==> config.mk <==
export PLATFORM = sky130hd
export DESIGN_NAME = debug_dump_sequencer
export DESIGN_NICKNAME = d
export VERILOG_FILES = /design/src/rtl/debug_dump_sequencer.sv
export SDC_FILE = /design/constraint.sdc
export NUM_CORES = 1
export LEC_CHECK = 0
export ABC_AREA = 1
export ABC_CLOCK_PERIOD_IN_PS = 3200
export CAP_MARGIN = 30
export CELL_PAD_IN_SITES_DETAIL_PLACEMENT = 1
export CELL_PAD_IN_SITES_GLOBAL_PLACEMENT = 1
export CORE_MARGIN = 5
export CORE_UTILIZATION = 48
export CTS_CLUSTER_SIZE = 14
export DETAILED_ROUTE_END_ITERATION = 10
export GPL_TIMING_DRIVEN = 0
export PLACE_DENSITY = 0.92
export RECOVER_POWER = 100
export SLEW_MARGIN = 20
export SYNTH_ARGS = -nofsm -noshare
export SYNTH_HDL_FRONTEND = slang
export SYNTH_SLANG_ARGS = --single-unit
==> constraint.sdc <==
create_clock -name i_clock -period 3.2 [get_ports i_clock]
set_clock_uncertainty 0.2 [all_clocks]
set_input_delay 0.96 -clock i_clock [delete_from_list [all_inputs] [get_ports i_clock]]
set_output_delay 0.96 -clock i_clock [all_outputs]
set_load 0.05 [all_outputs]
==> src/rtl/debug_dump_sequencer.sv <==
// Debug dump sequencer: scans the debug latch controllers one at a time,
// collects their frames into a small FIFO and streams them to the host.
//
// state     | meaning
// ----------+-----------------------------------------------------------
// IDLE      | waiting for i_start
// SELECT    | drive controller ID, clear wait counter
// WAIT_WR   | wait for i_writing, give up after TIMEOUT+1 cycles
// CAPTURE   | push a frame every cycle i_writing is high
// DRAIN     | wait for the FIFO to empty towards the host
// GAP       | one cycle with no select, then next ID or finish
// DONE      | one-cycle completion pulse
module debug_dump_sequencer #(
    parameter int NB_FRAME   = 32,
    parameter int N_CTRL     = 4,
    parameter int FIFO_DEPTH = 8,
    parameter int TIMEOUT    = 15
) (
    input  logic                i_clock,
    input  logic                i_reset,
    input  logic                i_start,
    output logic [5:0]          o_request_select,
    input  logic                i_writing,
    input  logic [NB_FRAME-1:0] i_frame,
    output logic [NB_FRAME-1:0] o_tx_data,
    output logic                o_tx_valid,
    input  logic                i_tx_ready,
    output logic                o_busy,
    output logic                o_done,
    output logic [1:0]          o_error
);

    localparam int              PW       = (FIFO_DEPTH > 1) ? $clog2(FIFO_DEPTH) : 1;
    localparam int              WW       = (TIMEOUT > 0) ? $clog2(TIMEOUT + 1) : 1;
    localparam logic [5:0]      SEL_NONE = 6'h3F;
    localparam logic [5:0]      LAST_IDX = 6'(N_CTRL - 1);
    localparam logic [WW-1:0]   WAIT_MAX = WW'(TIMEOUT);
    localparam logic [PW:0]     FULL_CNT = (PW + 1)'(FIFO_DEPTH);

    typedef enum logic [2:0] {
        IDLE, SELECT, WAIT_WR, CAPTURE, DRAIN, GAP, DONE
    } state_t;

    state_t          state_q, state_d;
    logic [5:0]      idx_q, idx_d;
    logic [WW-1:0]   wait_q, wait_d;
    logic [1:0]      err_q, err_d;

    logic [NB_FRAME-1:0] mem_q [FIFO_DEPTH];
    logic [PW-1:0]   wptr_q, rptr_q;
    logic [PW:0]     cnt_q;

    logic            push_req;
    logic            pop;
    logic            full;
    logic            push_ok;

    assign o_tx_valid = (cnt_q != '0);
    assign o_tx_data  = mem_q[rptr_q];
    assign o_error    = err_q;
    assign pop        = o_tx_valid & i_tx_ready;
    assign full       = (cnt_q == FULL_CNT);
    // A full FIFO still takes a frame when the head leaves in the same cycle.
    assign push_ok    = push_req & (~full | pop);

    // Sequencer registers.
    always_ff @(posedge i_clock or negedge i_reset) begin
        if (!i_reset) begin
            state_q <= IDLE;
            idx_q   <= '0;
            wait_q  <= '0;
            err_q   <= '0;
        end else begin
            state_q <= state_d;
            idx_q   <= idx_d;
            wait_q  <= wait_d;
            err_q   <= err_d;
        end
    end

    // Next-state, select/status outputs and sticky error flags.
    always_comb begin
        state_d          = state_q;
        idx_d            = idx_q;
        wait_d           = wait_q;
        err_d            = err_q;
        push_req         = 1'b0;
        o_request_select = SEL_NONE;
        o_busy           = 1'b1;
        o_done           = 1'b0;
        case (state_q)
            IDLE: begin
                o_busy = 1'b0;
                if (i_start) begin
                    idx_d   = '0;
                    err_d   = '0;
                    state_d = SELECT;
                end
            end
            SELECT: begin
                o_request_select = idx_q;
                wait_d           = '0;
                state_d          = WAIT_WR;
            end
            WAIT_WR: begin
                o_request_select = idx_q;
                if (i_writing) begin
                    push_req = 1'b1;
                    state_d  = CAPTURE;
                end else if (wait_q == WAIT_MAX) begin
                    err_d[0] = 1'b1;
                    state_d  = GAP;
                end else begin
                    wait_d = wait_q + WW'(1);
                end
            end
            CAPTURE: begin
                o_request_select = idx_q;
                if (i_writing) begin
                    push_req = 1'b1;
                end else begin
                    state_d = DRAIN;
                end
            end
            DRAIN: begin
                if (!o_tx_valid) begin
                    state_d = GAP;
                end
            end
            GAP: begin
                if (idx_q == LAST_IDX) begin
                    state_d = DONE;
                end else begin
                    idx_d   = idx_q + 6'd1;
                    state_d = SELECT;
                end
            end
            DONE: begin
                o_done  = 1'b1;
                state_d = IDLE;
            end
            default: state_d = IDLE;
        endcase
        if (push_req && full && !pop) begin
            err_d[1] = 1'b1;
        end
    end

    // Frame FIFO: wrap-around pointers plus an occupancy count.
    always_ff @(posedge i_clock or negedge i_reset) begin
        if (!i_reset) begin
            wptr_q <= '0;
            rptr_q <= '0;
            cnt_q  <= '0;
            for (int i = 0; i < FIFO_DEPTH; i++) begin
                mem_q[i] <= '0;
            end
        end else begin
            if (push_ok) begin
                mem_q[wptr_q] <= i_frame;
                wptr_q        <= wptr_q + PW'(1);
            end
            if (pop) begin
                rptr_q <= rptr_q + PW'(1);
            end
            case ({push_ok, pop})
                2'b10:   cnt_q <= cnt_q + (PW + 1)'(1);
                2'b01:   cnt_q <= cnt_q - (PW + 1)'(1);
                default: cnt_q <= cnt_q;
            endcase
        end
    end

endmodule
==> reports/qor.yml <==
status: "finished with violations"
violations: "setup timing"
multi_input_comb_area_sq_um: 6460
p_clk_share_pct: 16.9
synth_top_area_share_pct: 50.6
worstSetupEndpoint: "o_tx_data[11]"
hold_viol_final: 0
intPower_mw: 11.2
timing.fmax_mhz: 266
synth.most_common_cell: "nand2_1"
cellPowerDensity_nw_per_um2: 1320
vias_per_cell: 6.61
coreArea_sq_um: 28600
worstSetupPathType: "reg -> out"
final_nets: 1962
cts_tree: "yes"
switching_share_pct: 50.2
grt_first_pass_wirelength_um: 92500
dpl.cell_count: 2257
cts-buffers-inserted: 31
cts.path.max_buffers: 3
tightest_slew_ns: 1.37
dr.pass1.iters: 6
fin_total_pwr_mw: 22.5
seq_area_sq_um: 7030
synth_seq_cells: 281
antenna_found_initial: 1
synth-async-reset-ratio_pct: 100
start_util_pct: 48.5
postSynthCellCount: 1823
netlist_top_cells_area: "dfrtp_1, nand2_1, nand3_1"
rows: 62
max_slew_margin_pct: 8.81
r2r-start: "wptr_q[0]"
pwr-share-comb_pct: 55.5
grt-ovfl-total: 0
ant_nets: 0
hp-class: "reg -> reg"
root_buffer: "clkbuf_16"
setup_viol_count_final: 32
crit_path_end_kind: "output port"
die-area_sq_um: 32400
fillers: 3394
wl_per_cell_um: 27.5
ys_seq_area_share_pct: 50.6
synth_area_sq_um: 13900
htree_levels: 1
synth_common_cells: "nand2_1, dfrtp_1, nand3_1"
r2r_cells: 5
clock_latency_ns: 0.58
io_pins: 80
synth.avg_cell_area_sq_um: 7.62
p_sw_mw: 11.3
synthDistinctLibCells: 26
cts.reportedPaths.clkPinSlew_ns: 0.06
rsz0062_at_grt: "true"
syn-num-nets: 1867
finalWorstSetupSlack_ns: -0.556
cp.required_ns: 2.04
grt_max_degree: 95
yosys_most_used_dff: "dfrtp_1"
place.gp.congestion: 0.883
finalCritPeriodShare_pct: 117
wirelength_um: 63800
design_area_sq_um: 17100
synth_edf_count: 0
drt_iter0_drc: 2136
area_growth_pct: 22.8
reg2reg_to: "mem_q[21]"
worstPathMaxFanout: 6
dpl_cell_area_sq_um: 14900
die_y_um: 180
grt_pass1_vias: 16300
seq_power_share_pct: 27.6
post-route-min-period_ns: 3.76
post-dp-hpwl_um: 34600
worstSetupStartpointType: "register"
regToRegSetupSlack_ns: 0.64
ir_worst_vdd_uv: 905
clock-sinks: 281
antennaDiodeCount: 0
die_w_um: 180
synth_top_area_cell: "dfrtp_1"
cp.arrival_ns: 2.60
via_count: 15400
startpoint: "rptr_q[0]"
drc: 0
p_leak_nw: 8.79
fin_cells: 2324
portBuffers: 47
synth_warnings: 0
slew_violations: 0
grt_usage_pct: 35.6
layout-drive-gt1-share_pct: 19.1
cap_violations: 0
## registers in the layout, summed over array words and instances, names as in the netlist
name,cells
mem_q,256
idx_q,6
cnt_q,4
wait_q,4
rptr_q,3
state_q,3
wptr_q,3
o_error,2
## critical path, stage by stage, from the launching register on
cell and delay (ns):
dfrtp_2 0.46, buf_8 0.15, clkinvlp_4 0.24, clkbuf_16 0.28
clkbuf_16 0.18, o21ai_2 0.25, o22ai_2 0.13, nand2_1 0.12
nand2_2 0.07, buf_6 0.15
## area by class of cell
| cell class | instances | share of cell area (%) |
|---|---|---|
| sequential | 281 | 41.2 |
| multi-input combinational | 1352 | 37.9 |
| buffer | 155 | 6.32 |
| clock buffer | 42 | 5.20 |
| timing repair buffer | 66 | 4.94 |
| tap | 384 | 2.82 |
| clock inverter | 13 | 0.873 |
| inverter | 31 | 0.726 |
## metal layers
metal / track usage (%) / wire, um / vias to the layer above
met3: 7.93 / 6800 / 467
met1: 42.5 / 22500 / 7500
met2: 59.1 / 29700 / 1293
li1: - / - / 6095
met4: 21.5 / 4850 / 0
met5: 0 / 0 / -
## power by group through the flow
stage	registers (mW)	clock network, mW	logic, mW
floorplan	5.61	0	6.28
global placement	5.77	0	9.11
detailed placement	5.85	0	9.51
CTS	5.90	3.71	11.0
global route	6.27	3.91	13.0
finish	6.21	3.80	12.5
## per-stage QoR
stage	TNS, ns	worst slack [ns]	util (%)	hold slack [ns]
final	-13.73	-0.556	59.6	0.273
after global routing	-18.56	-0.543	59.6	0.290
after CTS	-8.62	-0.298	58.4	0.00894
after detailed placement	-25.87	-0.917	52.1	0.253
after global placement	-3228.38	-11.44	51.8	0.248
after floorplan	0	0.439	-	0.237
## timing repair
item	in CTS	in global routing
gates cloned	4	0
pin swaps	19	30
setup buffers	5	7
hold buffers	0	0
endpoints found under the setup margin	41	38
resized for setup	459	131
## layout by cell type (no fill, tap or decap), types with 24 or more instances in the layout
master | netlist | final
nor2_2 | 0 | 25
clkbuf_16 | 0 | 36
o22ai_2 | 0 | 24
nand2_1 | 683 | 652
nand3_1 | 279 | 279
dfrtp_1 | 281 | 280
o22ai_1 | 64 | 40
nand2_2 | 6 | 37
buf_6 | 10 | 28
buf_2 | 35 | 28
o21ai_2 | 0 | 29
buf_4 | 19 | 30
o21ai_1 | 0 | 32
clkbuf_1 | 62 | 33
inv_1 | 27 | 26
o21ai_0 | 139 | 66
nor2_1 | 154 | 127
clkbuf_2 | 32 | 42
## worst min path at each step
stage | from | to | slack, ns | cells after the start
after global placement | mem_q[207] | mem_q[207] | 0.25 | 2
after CTS | i_reset | mem_q[103] | 0.009 | 1
after floorplan | mem_q[160] | mem_q[160] | 0.24 | 2
after global routing | mem_q[56] | mem_q[56] | 0.29 | 2
final | mem_q[45] | mem_q[45] | 0.27 | 2
after detailed placement | mem_q[219] | mem_q[219] | 0.25 | 2
## logic make-up (layout without fill, tap and decap cells)
logic type | after synthesis | count (layout) | synth area share (%)
and+or+nand+nor | 1127 | 1127 | 33.2
DFF | 281 | 281 | 50.6
buffers and inverters | 190 | 307 | 6.81
xor gates and xnor gates | 10 | 10 | 0.631
AOI/OAI and AO/OA | 208 | 208 | 8.09
adders and majority gates | 7 | 7 | 0.631
(Power assumes the default switching activity.)
